===== src/rtl/sprite_scheduler.sv =====
// sprite_scheduler: snapshots the live sprite table on each frame boundary and issues active entries to the blitter
module sprite_scheduler #(
   parameter int MAX_SPRITES   = 16,
   parameter int CANVAS_WIDTH  = 360,
   parameter int CANVAS_HEIGHT = 720,
   parameter int NUM_FRAMES    = 18,
   parameter int ACK_TIMEOUT   = 8,
   localparam int IW = $clog2(MAX_SPRITES),
   localparam int XW = $clog2(CANVAS_WIDTH),
   localparam int YW = $clog2(CANVAS_HEIGHT),
   localparam int FW = $clog2(NUM_FRAMES)
) (
   input  logic          clk_pixel,
   input  logic          sys_rst,
   input  logic [5:0]    frame_count,
   input  logic          wr_en,
   input  logic [IW-1:0] wr_index,
   input  logic          wr_active,
   input  logic [XW-1:0] wr_x,
   input  logic [YW-1:0] wr_y,
   input  logic [FW-1:0] wr_frame,
   input  logic          sprite_ready,
   output logic          sprite_valid,
   output logic [XW-1:0] sprite_x,
   output logic [YW-1:0] sprite_y,
   output logic [FW-1:0] sprite_frame_number,
   output logic          busy,
   output logic          frame_done,
   output logic          overrun,
   output logic          ack_error,
   output logic [IW:0]   issued_count
);
   localparam int TW = $clog2(ACK_TIMEOUT + 1);
   typedef enum logic [1:0] {IDLE, SCAN, WAIT_ACK, WAIT_DONE} state_t;
   state_t        state;
   logic [5:0]    prev_fc;
   logic          live_act [MAX_SPRITES];
   logic [XW-1:0] live_x   [MAX_SPRITES];
   logic [YW-1:0] live_y   [MAX_SPRITES];
   logic [FW-1:0] live_f   [MAX_SPRITES];
   logic          sh_act   [MAX_SPRITES];
   logic [XW-1:0] sh_x     [MAX_SPRITES];
   logic [YW-1:0] sh_y     [MAX_SPRITES];
   logic [FW-1:0] sh_f     [MAX_SPRITES];
   logic [IW-1:0] idx;
   logic [TW-1:0] ack_cnt;
   logic          restart_pending;
   logic          fedge, last, ent_ok, timeout, done_ent, snap;

   assign fedge    = frame_count != prev_fc;
   assign last     = 32'(idx) == MAX_SPRITES - 1;
   assign ent_ok   = sh_act[idx] && 32'(sh_f[idx]) < NUM_FRAMES;
   assign timeout  = 32'(ack_cnt) == ACK_TIMEOUT - 1;
   assign busy     = state != IDLE;
   // an entry is finished when the blitter returns to idle or never acknowledged within the timeout
   assign done_ent = sprite_ready && ((state == WAIT_ACK && timeout) || state == WAIT_DONE);
   // a restart happens at once when nothing is in flight, otherwise when the in-flight sprite finishes
   assign snap     = (fedge && (state == IDLE || state == SCAN)) ||
                     (done_ent && (restart_pending || fedge));

   // live table written by game logic; only the enables need clearing on reset
   always_ff @(posedge clk_pixel)
      if (sys_rst)
         for (int i = 0; i < MAX_SPRITES; i++) live_act[i] <= 1'b0;
      else if (wr_en && 32'(wr_index) < MAX_SPRITES) begin
         live_act[wr_index] <= wr_active;
         live_x[wr_index]   <= wr_x;
         live_y[wr_index]   <= wr_y;
         live_f[wr_index]   <= wr_frame;
      end

   // shadow copy taken at a restart; a write on the same edge is not yet visible here
   always_ff @(posedge clk_pixel)
      if (snap)
         for (int i = 0; i < MAX_SPRITES; i++) begin
            sh_act[i] <= live_act[i];
            sh_x[i]   <= live_x[i];
            sh_y[i]   <= live_y[i];
            sh_f[i]   <= live_f[i];
         end

   // issue sequencer: scan the shadow table, hand one sprite at a time to the blitter
   always_ff @(posedge clk_pixel) begin
      prev_fc <= frame_count;
      if (sys_rst) begin
         state               <= IDLE;
         idx                 <= '0;
         ack_cnt             <= '0;
         restart_pending     <= 1'b0;
         sprite_valid        <= 1'b0;
         sprite_x            <= '0;
         sprite_y            <= '0;
         sprite_frame_number <= '0;
         frame_done          <= 1'b0;
         overrun             <= 1'b0;
         ack_error           <= 1'b0;
         issued_count        <= '0;
      end else begin
         sprite_valid <= 1'b0;
         frame_done   <= 1'b0;
         if (fedge && busy) overrun <= 1'b1;
         if (done_ent && state == WAIT_ACK) ack_error <= 1'b1;
         if (snap) begin
            state           <= SCAN;
            idx             <= '0;
            issued_count    <= '0;
            restart_pending <= 1'b0;
         end else
            case (state)
               IDLE: ;
               SCAN:
                  if (ent_ok) begin
                     sprite_x            <= sh_x[idx];
                     sprite_y            <= sh_y[idx];
                     sprite_frame_number <= sh_f[idx];
                     sprite_valid        <= 1'b1;
                     issued_count        <= issued_count + 1'b1;
                     ack_cnt             <= '0;
                     state               <= WAIT_ACK;
                  end else if (last) begin
                     frame_done <= 1'b1;
                     state      <= IDLE;
                  end else
                     idx <= idx + 1'b1;
               WAIT_ACK, WAIT_DONE: begin
                  if (fedge) restart_pending <= 1'b1;
                  if (done_ent) begin
                     frame_done <= last;
                     state      <= last ? IDLE : SCAN;
                     idx        <= last ? idx : idx + 1'b1;
                  end else if (state == WAIT_ACK) begin
                     if (!sprite_ready) state <= WAIT_DONE;
                     else ack_cnt <= ack_cnt + 1'b1;
                  end
               end
            endcase
      end
   end
endmodule

===== config.mk =====
export PLATFORM = sky130hd
export DESIGN_NAME = sprite_scheduler
export DESIGN_NICKNAME = d
export VERILOG_FILES = /design/src/rtl/sprite_scheduler.sv
export SDC_FILE = /design/constraint.sdc
export NUM_CORES = 1
export LEC_CHECK = 0
export CORE_MARGIN = 1
export CORE_UTILIZATION = 60
export DETAILED_ROUTE_END_ITERATION = 7
export PLACE_DENSITY_LB_ADDON = 0.25
export SLEW_MARGIN = 20
export SYNTH_ARGS = -nofsm -noshare
export SYNTH_HDL_FRONTEND = slang
export SYNTH_SLANG_ARGS = --single-unit

===== constraint.sdc =====
create_clock -name clk_pixel -period 17.2 [get_ports clk_pixel]
set_input_delay 3.44 -clock clk_pixel [delete_from_list [all_inputs] [get_ports clk_pixel]]
set_output_delay 3.44 -clock clk_pixel [all_outputs]
set_load 0.05 [all_outputs]

==> flow_metrics.env <==
export IMPL_ys_flop_type="edfxtp_1"
export IMPL_clkSinkCount=854
export IMPL_cts_tree="done"
export IMPL_path_max_fanout=146
export IMPL_yosys_area_share_simple=0.0218
export IMPL_grt_pass1_wl_um=84800
export IMPL_r2r_setup_slack_ns=13.18
export IMPL_vias=13200
export IMPL_r2r_cells=7
export IMPL_dp_hpwl_um=31600
export IMPL_clk_insertion_delay_late_ns=0.63
export IMPL_finalHoldViolations=0
export IMPL_rsz0062_at_grt="no"
export IMPL_synth_fa_ha_area_frac=0.00125
export IMPL_avgRoutedWirePerCell_um=26.9
export IMPL_fin_area_um2=34200
export IMPL_fp_dieH_um=226
export IMPL_htree_levels=3
export IMPL_clockPowerShare=0.412
export IMPL_switching_share=0.199
export IMPL_post_place_ws_ns=10.08
export IMPL_fin_util=0.696
export IMPL_synth_compound_area_frac=0.0354
export IMPL_multi_input_area_um2=4730
export IMPL_period_share=0.379
export IMPL_stdcell_count=2165
export IMPL_async_flop_share=0
export IMPL_drive_gt1_frac=0.220
export IMPL_ys_seq_area_frac=0.838
export IMPL_synth_seq_cells=854
export IMPL_num_io_pins=73
export IMPL_grt_use_met2=0.386
export IMPL_synthDistinctLibCells=55
export IMPL_synth_top_family_by_area="multiplexers"
export IMPL_gr_total_overflow=0
export IMPL_synth_edf_count=800
export IMPL_combPwrFrac=0.019
export IMPL_powerDensity_nw_per_um2=119
export IMPL_placed_area_um2=31700
export IMPL_syn_cell_area_um2=30000
export IMPL_min_path_cells=0
export IMPL_ys_warn_count=0
export IMPL_timing_final_max_slew_violations=0
export IMPL_required_ns=17.43
export IMPL_antenna_found_initial=2
export IMPL_fmax_mhz=153
export IMPL_reg2reg_to="sh_y[6][6]$_DFFE_PP_"
export IMPL_area_delta_synth_final_pct=14.1
export IMPL_core_um2=49200
export IMPL_synth_avg_cell_area_um2=23.1
export IMPL_dp_cells=2014
export IMPL_setup_tns_ns=0
export IMPL_portBuffers=72
export IMPL_grt_busiest_layer="met2"
export IMPL_slew_limit_headroom=0.254
export IMPL_timing_rr_start="ack_cnt[0]$_SDFFE_PP0P_"
export IMPL_holdWs_ns=0.409
export IMPL_whs_endpoint="sh_x[3][0]$_DFFE_PP_"
export IMPL_ant_nets=0
export IMPL_irDropWorstVdd_mv=0.104
export IMPL_cts_resized=0
export IMPL_regArea_um2=25100
export IMPL_start_kind="input port"
export IMPL_cts_buffer_depth=3
export IMPL_finalWirelength_um=58300
export IMPL_fin_skew_ns=0.0205
export IMPL_grt_pass1_vias=13300
export IMPL_die_area_um2=50900
export IMPL_placementRows=81
export IMPL_met3_usage=0.0546
export IMPL_p_sw_mw=0.808
export IMPL_finalNetCount=1476
export IMPL_tightest_slew_ns=1.12
export IMPL_setup_slack_ns=10.68
export IMPL_gp_congestion=0.786
export IMPL_clock_root_buffer="clkbuf_16"
export IMPL_drt_initial_drc_count=1473
export IMPL_min_period_ns=6.52
export IMPL_via_per_inst=6.10
export IMPL_hold_start="live_x[3][0]$_DFFE_PP_"
export IMPL_grt_max_degree=147
export IMPL_leakage_nw=11.1
export IMPL_grtUsageTotal=0.239
export IMPL_setup_viol=0
export IMPL_clkTransAtPathRegs_ns=0.06
export IMPL_syn_num_nets=1341
export IMPL_cp_arrival_ns=6.75
export IMPL_p_seq_frac=0.569
export IMPL_p_total_mw=4.06
export IMPL_die_width_um=226
export IMPL_path_class="in2reg"
export IMPL_hp_class="reg2reg"
export IMPL_post_cts_buffers=0
export IMPL_synth_xor_xnor_area_share=0.00175
export IMPL_grt_util_met1=0.330
export IMPL_muxShareOfSynthArea=0.0937
export IMPL_fill_cells=2885
export IMPL_ctsHoldBuffers=0
export IMPL_p_int_mw=3.25
export IMPL_start_util=0.610
export IMPL_crit_path_end_kind="flip-flop"
export IMPL_postSynthCellCount=1299
export IMPL_status="completed"
export IMPL_maxCapViolCount=0
export IMPL_drc=0
export IMPL_dr_pass1_iters=5
export IMPL_numCtsBuffers=82
[cell usage after synthesis, types with 2 or more instances]
| cell type | instances | area [µm²] |
|---|---|---|
| edfxtp_1 | 800 | 24000 |
| mux4_2 | 117 | 2640 |
| dfxtp_1 | 54 | 1080 |
| a21oi_1 | 31 | 155 |
| clkbuf_1 | 31 | 116 |
| o211ai_1 | 26 | 195 |
| nor2_1 | 23 | 86.3 |
| and2_1 | 20 | 125 |
| o41ai_2 | 20 | 325 |
| nand2_1 | 17 | 63.8 |
| or2_2 | 16 | 100 |
| mux2i_1 | 15 | 150 |
| a211oi_1 | 13 | 97.6 |
| buf_2 | 12 | 60.1 |
| nand3_1 | 9 | 45.0 |
| inv_1 | 8 | 30.0 |
| nand2b_1 | 7 | 43.8 |
| nor3_1 | 6 | 30.0 |
| a221oi_1 | 5 | 43.8 |
| nand3b_1 | 5 | 37.5 |
| o21ai_1 | 5 | 25.0 |
| buf_1 | 4 | 15.0 |
| nor2b_1 | 4 | 25.0 |
| xor2_1 | 4 | 35.0 |
| a21o_1 | 3 | 22.5 |
| a22oi_1 | 3 | 22.5 |
| buf_4 | 3 | 22.5 |
| ha_1 | 3 | 37.5 |
| o21ai_0 | 3 | 15.0 |
| mux2_2 | 2 | 22.5 |
| nor3b_1 | 2 | 15.0 |
| o2111ai_1 | 2 | 17.5 |
| o21bai_1 | 2 | 15.0 |
| o31a_1 | 2 | 17.5 |
| xnor2_1 | 2 | 17.5 |
[cells by family after synthesis]
kind of cell	Yosys count
compound gates	124
xor+xnor	6
fa+ha+maj	3
buf+inv	60
flops	854
mux	134
simple gates	118
[worst max-delay path, cell delays in order]
cell             delay [ns]
clkdlybuf4s50_1        0.43
xor2_1                 0.16
nor4_1                 0.33
nand3_1                0.24
a22oi_1                0.75
inv_8                  0.51
buf_4                  0.67
[final cells by class]
type,instances,share of cell area
well taps,664,0.0243
clock inverters,47,0.0111
clock buffers,103,0.0629
diodes,1,0.0000732
multi-input cells,385,0.138
inverters,9,0.00121
flip-flops and latches,854,0.734
repair buffers,102,0.0282
[power by group through the flow]
stage / registers [mW] / clock network [mW] / logic [mW]
global placement: 2.35 / 0 / 0.0738
global route: 2.31 / 1.78 / 0.0816
finish: 2.31 / 1.67 / 0.0769
CTS: 2.31 / 1.70 / 0.0770
floorplan: 2.36 / 0 / 0.0356
detailed placement: 2.35 / 0 / 0.0766
[worst max path at each step]
stage / from / endpoint / cells past startpoint
floorplan: sprite_ready / sh_act[0]$_DFFE_PP_ / 5
global placement: sprite_ready / sh_y[6][2]$_DFFE_PP_ / 6
detailed placement: sprite_ready / sh_y[13][7]$_DFFE_PP_ / 6
CTS: sprite_ready / sh_x[4][1]$_DFFE_PP_ / 6
global route: sprite_ready / sh_x[4][1]$_DFFE_PP_ / 6
finish: frame_count[4] / sh_y[6][6]$_DFFE_PP_ / 7
[registers in the layout (all words and copies together), names as in the netlist, 2 cells and up, named ones only]
name / cells
sprite_frame_number: 5
prev_fc: 6
live_y: 160
sh_y: 160
state: 2
issued_count: 5
ack_cnt: 4
live_f: 80
sh_x: 144
idx: 4
sh_act: 16
live_x: 144
sprite_x: 9
live_act: 16
sprite_y: 10
sh_f: 80
[cells in the final DEF (no fill, tap or decap), drive strengths merged, types with 10 or more instances in the layout]
cell / count
a211oi: 13
a21oi: 31
and2: 20
buf: 31
clkbuf: 103
clkdlybuf4s50: 71
clkinv: 41
dfxtp: 54
edfxtp: 800
inv: 10
mux2i: 15
mux4: 117
nand2: 17
nor2: 24
o211ai: 26
o41ai: 21
or2: 16
[routing by layer]
layer	up-vias	wire length, µm	part of all wire
li1	5667	-	-
met1	6895	23300	0.40
met2	546	28900	0.50
met3	101	4680	0.080
met4	2	1360	0.023
met5	-	11	0.00019
(Power assumes the default switching activity.)
